[src/rtl/seg7_pkg.sv]
// Shared seven-segment definitions for the location display slice.
package seg7_pkg;

    typedef enum logic {
        IDLE = 1'b0,
        SHOW = 1'b1
    } state_t;

    // Active-low segment patterns, bit order {g,f,e,d,c,b,a}
    localparam logic [6:0] HEX_BLANK = 7'b1111111;
    localparam logic [6:0] DIG_0     = 7'b1000000;
    localparam logic [6:0] DIG_1     = 7'b1111001;
    localparam logic [6:0] DIG_2     = 7'b0100100;
    localparam logic [6:0] DIG_3     = 7'b0110000;
    localparam logic [6:0] DIG_4     = 7'b0011001;
    localparam logic [6:0] DIG_5     = 7'b0010010;
    localparam logic [6:0] DIG_6     = 7'b0000010;
    localparam logic [6:0] DIG_7     = 7'b1111000;
    localparam logic [6:0] DIG_8     = 7'b0000000;
    localparam logic [6:0] DIG_9     = 7'b0010000;

    // Single decimal digit to segments; anything above 9 shows blank
    function automatic logic [6:0] digit_seg(input logic [4:0] d);
        logic [6:0] seg;
        case (d)
            5'd0:    seg = DIG_0;
            5'd1:    seg = DIG_1;
            5'd2:    seg = DIG_2;
            5'd3:    seg = DIG_3;
            5'd4:    seg = DIG_4;
            5'd5:    seg = DIG_5;
            5'd6:    seg = DIG_6;
            5'd7:    seg = DIG_7;
            5'd8:    seg = DIG_8;
            5'd9:    seg = DIG_9;
            default: seg = HEX_BLANK;
        endcase
        return seg;
    endfunction

endpackage

[src/rtl/all_seg7.sv]
// Two-digit decimal decoder for a 0-31 location value onto HEX0/HEX1.
module all_seg7
    import seg7_pkg::*;
(
    input  logic [4:0] value,
    output logic [6:0] HEX0,
    output logic [6:0] HEX1,
    output logic [6:0] HEX2,
    output logic [6:0] HEX3,
    output logic [6:0] HEX4,
    output logic [6:0] HEX5
);

    logic [4:0] tens;
    logic [4:0] ones;

    // Split into ones/tens, suppressing a leading zero on the tens digit
    always_comb begin
        tens = value / 5'd10;
        ones = value % 5'd10;
        HEX0 = digit_seg(ones);
        HEX1 = (tens == 5'd0) ? HEX_BLANK : digit_seg(tens);
        HEX2 = HEX_BLANK;
        HEX3 = HEX_BLANK;
        HEX4 = HEX_BLANK;
        HEX5 = HEX_BLANK;
    end

endmodule

[src/rtl/seg7_display_arbiter.sv]
// Round-robin owner of the shared location display, with minimum hold,
// optional blinking of the location digits and owner index on HEX5.
module seg7_display_arbiter
    import seg7_pkg::*;
#(
    parameter int NREQ         = 2,
    parameter int HOLD_CYCLES  = 50_000_000,
    parameter int BLINK_CYCLES = 12_500_000
) (
    input  logic                 clk,
    input  logic                 reset_n,
    input  logic [NREQ-1:0]      req,
    input  logic [NREQ-1:0][4:0] req_loc,
    input  logic [NREQ-1:0]      req_blink,
    output logic [NREQ-1:0]      grant,
    output logic                 busy,
    output logic [6:0]           HEX0,
    output logic [6:0]           HEX1,
    output logic [6:0]           HEX2,
    output logic [6:0]           HEX3,
    output logic [6:0]           HEX4,
    output logic [6:0]           HEX5
);

    localparam int IDX_W   = (NREQ > 1) ? $clog2(NREQ) : 1;
    localparam int HOLD_W  = (HOLD_CYCLES > 1) ? $clog2(HOLD_CYCLES) : 1;
    localparam int BLINK_W = (BLINK_CYCLES > 1) ? $clog2(BLINK_CYCLES) : 1;
    localparam logic [HOLD_W-1:0]  HOLD_MAX  = HOLD_W'(HOLD_CYCLES - 1);
    localparam logic [BLINK_W-1:0] BLINK_MAX = BLINK_W'(BLINK_CYCLES - 1);

    state_t             state_q, state_d;
    logic [IDX_W-1:0]   last_q, last_d;
    logic [HOLD_W-1:0]  hold_cnt_q, hold_cnt_d;
    logic [BLINK_W-1:0] blink_cnt_q, blink_cnt_d;
    logic               phase_q, phase_d;
    logic [4:0]         loc_q, loc_d;
    logic               blink_q, blink_d;

    logic [IDX_W:0]     pick_all;
    logic [IDX_W:0]     pick_oth;
    logic [NREQ-1:0]    owner_mask;
    logic               new_grant;
    logic [6:0]         dec_hex0;
    logic [6:0]         dec_hex1;
    logic [27:0]        unused_hex;

    // First set bit of mask scanning upward from from+1 (wrapping); returns {found, index}
    function automatic logic [IDX_W:0] rr_pick(input logic [NREQ-1:0] mask,
                                               input logic [IDX_W-1:0] from);
        logic             found;
        logic [IDX_W-1:0] idx;
        logic [IDX_W-1:0] cand;
        found = 1'b0;
        idx   = '0;
        for (int i = 1; i <= NREQ; i++) begin
            cand = IDX_W'((int'(from) + i) % NREQ);
            if (!found && mask[cand]) begin
                found = 1'b1;
                idx   = cand;
            end
        end
        return {found, idx};
    endfunction

    assign owner_mask = NREQ'(1) << last_q;

    // Arbitration, hold/blink counters, and capture of the owner's live value
    always_comb begin
        state_d     = state_q;
        last_d      = last_q;
        hold_cnt_d  = hold_cnt_q;
        blink_cnt_d = blink_cnt_q;
        phase_d     = phase_q;
        new_grant   = 1'b0;
        pick_all    = rr_pick(req, last_q);
        pick_oth    = rr_pick(req & ~owner_mask, last_q);

        case (state_q)
            IDLE: begin
                hold_cnt_d  = '0;
                blink_cnt_d = '0;
                phase_d     = 1'b1;
                if (pick_all[IDX_W]) begin
                    state_d   = SHOW;
                    last_d    = pick_all[IDX_W-1:0];
                    new_grant = 1'b1;
                end
            end
            SHOW: begin
                if (!req[last_q]) begin
                    if (pick_oth[IDX_W]) begin
                        last_d    = pick_oth[IDX_W-1:0];
                        new_grant = 1'b1;
                    end else begin
                        state_d = IDLE;
                    end
                end else if ((hold_cnt_q == HOLD_MAX) && pick_oth[IDX_W]) begin
                    last_d    = pick_oth[IDX_W-1:0];
                    new_grant = 1'b1;
                end else if (hold_cnt_q != HOLD_MAX) begin
                    hold_cnt_d = hold_cnt_q + HOLD_W'(1);
                end

                if (blink_q) begin
                    if (blink_cnt_q == BLINK_MAX) begin
                        blink_cnt_d = '0;
                        phase_d     = ~phase_q;
                    end else begin
                        blink_cnt_d = blink_cnt_q + BLINK_W'(1);
                    end
                end else begin
                    blink_cnt_d = '0;
                    phase_d     = 1'b1;
                end

                if (new_grant || (state_d == IDLE)) begin
                    hold_cnt_d  = '0;
                    blink_cnt_d = '0;
                    phase_d     = 1'b1;
                end
            end
            default: state_d = IDLE;
        endcase

        loc_d   = req_loc[last_d];
        blink_d = req_blink[last_d];
    end

    // State and counters; reset leaves the pointer so requester 0 wins first
    always_ff @(posedge clk or negedge reset_n) begin
        if (!reset_n) begin
            state_q     <= IDLE;
            last_q      <= IDX_W'(NREQ - 1);
            hold_cnt_q  <= '0;
            blink_cnt_q <= '0;
            phase_q     <= 1'b1;
            loc_q       <= '0;
            blink_q     <= 1'b0;
        end else begin
            state_q     <= state_d;
            last_q      <= last_d;
            hold_cnt_q  <= hold_cnt_d;
            blink_cnt_q <= blink_cnt_d;
            phase_q     <= phase_d;
            loc_q       <= loc_d;
            blink_q     <= blink_d;
        end
    end

    all_seg7 u_dec (
        .value (loc_q),
        .HEX0  (dec_hex0),
        .HEX1  (dec_hex1),
        .HEX2  (unused_hex[6:0]),
        .HEX3  (unused_hex[13:7]),
        .HEX4  (unused_hex[20:14]),
        .HEX5  (unused_hex[27:21])
    );

    assign grant = (state_q == SHOW) ? owner_mask : '0;
    assign busy  = (state_q == SHOW);

    // Blanking mux: digits follow the blink phase, owner digit is steady
    always_comb begin
        HEX0 = HEX_BLANK;
        HEX1 = HEX_BLANK;
        HEX2 = HEX_BLANK;
        HEX3 = HEX_BLANK;
        HEX4 = HEX_BLANK;
        HEX5 = HEX_BLANK;
        if (state_q == SHOW) begin
            HEX5 = digit_seg(5'(last_q));
            if (phase_q) begin
                HEX0 = dec_hex0;
                HEX1 = dec_hex1;
            end
        end
    end

endmodule

[config.mk]
export PLATFORM = sky130hd
export DESIGN_NAME = seg7_display_arbiter
export DESIGN_NICKNAME = d
export VERILOG_FILES = /design/src/rtl/seg7_pkg.sv /design/src/rtl/all_seg7.sv /design/src/rtl/seg7_display_arbiter.sv
export SDC_FILE = /design/constraint.sdc
export NUM_CORES = 1
export LEC_CHECK = 0
export BUFFER_PORTS_ARGS = -buffer_cell sky130_fd_sc_hd__clkbuf_2
export CELL_PAD_IN_SITES_DETAIL_PLACEMENT = 0
export CELL_PAD_IN_SITES_GLOBAL_PLACEMENT = 2
export CORE_ASPECT_RATIO = 0.7
export CORE_UTILIZATION = 35
export CTS_CLUSTER_DIAMETER = 150
export DETAILED_ROUTE_END_ITERATION = 12
export HOLD_SLACK_MARGIN = 0.08
export PLACE_DENSITY_LB_ADDON = 0.1
export SLEW_MARGIN = 20
export SYNTH_ARGS = -nofsm -noshare
export SYNTH_HDL_FRONTEND = slang
export SYNTH_SLANG_ARGS = --single-unit
[constraint.sdc]
create_clock -name clk -period 3.2 [get_ports clk]
set_input_delay 0.32 -clock clk [delete_from_list [all_inputs] [get_ports clk]]
set_output_delay 0.32 -clock clk [all_outputs]
set_load 0.02 [all_outputs]
==> impl_metrics.ini <==
[sta]
max_slew_margin_pct = 36.0
timing.fmax_ghz = 0.326
final-setup-viol-count = 0
timing_hold_violations_final = 0
finalWorstPathRequiredPeriod_ns = 3.07
tightestPinTransition_ns = 0.959
final.period_utilization_pct = 95.9
timing.final.max_slew_violations = 0
worst_clock_skew_ns = 0.00549
post-route-worst-setup-slack_ns = 0.130

[cells_and_area]
final_cell_mix = sky130_fd_sc_hd__nor2_1, sky130_fd_sc_hd__dfrtp_1, sky130_fd_sc_hd__nand2_1
syn2layout_area_growth_pct = 14.3
n_antenna_cell = 0
layout.cells.most_common = sky130_fd_sc_hd__nor2_1
fin_nets = 546
final_layout_size_suffix_gt1_share_pct = 17.2

[placed_design]
place_congestion = 0.818
dp_hpwl_um = 6990
io_buffer_count = 37
preCtsSetupSlack_ns = 0.0907

[grt]
grt-busiest-layer = met1
grt_start_max_net_pins = 39
grt_pass1_wl_um = 16600
gr-usage-met2_pct = 24.6
met1_layer_usage_reported_by_global_route_pct = 25.7
grt_pass1_vias = 3114
grtUsageTotal_pct = 17.2
met3_use_gr_pct = 3.28
number_of_antenna_violations_at_the_first_check_in_global_routing = 0
globalRoute.totalOverflow = 0

[yosys]
ys_ff_latch = 59
syn_inst = 487
main_combinational_cell_family_by_area_after_synthesis = simple AND/OR/NAND/NOR gates
simple_gate_share_of_the_synthesized_area_pct = 29.2
async_flop_share_pct = 100
synth_compound_gate_area_share_pct = 13.3
synth-adder-area-share_pct = 2.13
muxShareOfSynthArea_pct = 2.00
yosys.cell_types.count = 60
synth.cell_area_mm2 = 0.00412
synth_xor_area_share_pct = 8.29
synth_enable_flop_cells = 0
ys.flop_type = sky130_fd_sc_hd__dfrtp_1
synth-warning-count = 0
postSynthAreaPerCell_um2 = 8.46
portion_of_the_post_synthesis_area_used_by_sequential_elements_pct = 35.9

[critical_path]
critical_path_class = flop to output pin
setup.worst_path.start_class = flop
crit_arrival_ns = 2.75
timing.critical_path.to_type = output pin
worst-r2r-cell-count = 5
r2r_end = loc_q[4]$_DFF_PN0_
max_fanout_on_critical_path = 7
worst-r2r-setup-slack_ns = 0.79
r2r_start = hold_cnt_q[11]$_DFFE_PN0P_
worst_ep_required_time_ns = 2.88

[detailed_routing]
drt_iter0_markers = 140
drt_pass1_iterations = 4
wl_um = 9910
via_count = 3546
drc = 0
vias_per_cell = 5.21
route.detailed.wl_per_inst_um = 14.6
route.antenna.remaining_nets = 0

[power]
pwr_density_mw_per_mm2 = 521
p_leak_nw = 1.93
power_w = 0.00245
vdd_ir_drop_max_v = 0.000236

[flow_run]
drv_cap = 0

[floorplan]
ios = 61
floorplan.core_area_mm2 = 0.0113
starting_density_of_the_core_pct = 36.6
die-height_um = 92.8
dieArea_mm2 = 0.0122
core.rowCount = 32
chipWidth_um = 132

[clocking]
clock_latency_ns = 0.33
clock-sinks = 59
post_cts_hold_buffer_count = 0
clock_tree.buffer_depth = 2
clock_tree.root_cell = sky130_fd_sc_hd__clkbuf_16
cts.reportedPaths.clkPinSlew_ns = 0.05
cts-htree-levels = 3
numCtsBuffers = 9
clock_tree_from_tritoncts = done

[status]
status = finished, final reports clean

[min_path]
worstHoldPathType = input port to async pin
## Yosys cell counts, types with 12 or more instances
library cell              instances  area, µm²
sky130_fd_sc_hd__a21oi_1         15       75.1
sky130_fd_sc_hd__buf_4           31        233
sky130_fd_sc_hd__dfrtp_1         57       1430
sky130_fd_sc_hd__inv_1           13       48.8
sky130_fd_sc_hd__nand2_1         44        165
sky130_fd_sc_hd__nand3_1         26        130
sky130_fd_sc_hd__nand4_1         12       75.1
sky130_fd_sc_hd__nor2_1          65        244
sky130_fd_sc_hd__nor4_1          25        156
sky130_fd_sc_hd__o21ai_0         12       60.1
sky130_fd_sc_hd__xnor2_1         26        228
sky130_fd_sc_hd__xor2_1          13        114
## power breakdown
part,switching (W),total (W),internal [W],leakage (nW)
Combinational,0.000414,0.000666,0.000252,0.978
Clock,0.000343,0.000986,0.000643,0.153
Sequential,0.0000303,0.000800,0.000769,0.802
## critical path: stages (launching register included)
cell                       delay, ns
sky130_fd_sc_hd__dfrtp_2        0.42
sky130_fd_sc_hd__and2b_2        0.23
sky130_fd_sc_hd__a21oi_2        0.13
sky130_fd_sc_hd__ha_2           0.21
sky130_fd_sc_hd__nor2_1         0.04
sky130_fd_sc_hd__a221o_1        0.36
sky130_fd_sc_hd__or2_4          0.27
sky130_fd_sc_hd__or4_4          0.48
sky130_fd_sc_hd__nand4_1        0.11
sky130_fd_sc_hd__clkbuf_2       0.17
## how the worst max path moves through the flow
stage	from	endpoint	slack, ns	cells past startpoint
5_1_grt	loc_q[2]$_DFF_PN0_	HEX0[1]	-0.004	10
3_5_place_dp	loc_q[2]$_DFF_PN0_	HEX0[1]	0.09	10
3_3_place_gp	loc_q[2]$_DFF_PN0_	HEX0[1]	0.14	10
2_1_floorplan	loc_q[2]$_DFF_PN0_	HEX0[1]	0.18	11
4_1_cts	loc_q[2]$_DFF_PN0_	HEX0[3]	0.08	9
6_report	loc_q[2]$_DFF_PN0_	HEX0[0]	0.13	9
## metal layers
metal | wire, µm | vias to the layer above | part of all wire [%]
li1 | - | 1781 | -
met1 | 5320 | 1677 | 54
met2 | 4100 | 77 | 41
met3 | 385 | 11 | 3.9
met4 | 109 | 0 | 1.1
met5 | 0 | - | 0
## area by class of cell
class | instances | area, µm²
Sequential cell | 59 | 1480
Timing Repair Buffer | 53 | 305
Fill cell | 1147 | 6540
Clock inverter | 4 | 48.8
Inverter | 13 | 48.8
Multi-Input combinational cell | 387 | 2380
Clock buffer | 12 | 256
Tap cell | 153 | 191
## timing repair
| item | 4_1_cts | 5_1_grt |
|---|---|---|
| endpoints found under the setup margin | 7 | 5 |
| hold endpoints to repair | 0 | 0 |
| gates resized for setup | 6 | 7 |
| pin swaps | 0 | 1 |
| setup buffers | 1 | 6 |
## stage by stage
stage	instance area, µm²	TNS (ns)	utilization [%]	hold slack [ns]	instances
global placement	4320	0	38.4	0.479	658
finish	4710	0	41.9	0.138	681
CTS	4650	0	41.3	0.176	675
floorplan	4200	0	-	0.0244	509
detailed placement	4320	0	38.4	0.486	658
global route	4710	-0.00409	41.9	0.211	681
## flip-flops by register name (all words and copies together), names as in the netlist
register	count
loc_q	5
hold_cnt_q	26
blink_q	1
phase_q	1
last_q	1
blink_cnt_q	24
busy	1
## kinds of logic (layout without fill, tap and decap cells)
| group | Yosys count | count (layout) |
|---|---|---|
| fa+ha+maj | 7 | 7 |
| mux | 8 | 8 |
| other cells | 1 | 23 |
| buf+inv | 63 | 82 |
| flops | 59 | 59 |
| simple gates | 233 | 233 |
| compound gates | 77 | 77 |
| xor+xnor | 39 | 39 |
(Power assumes the default switching activity.)
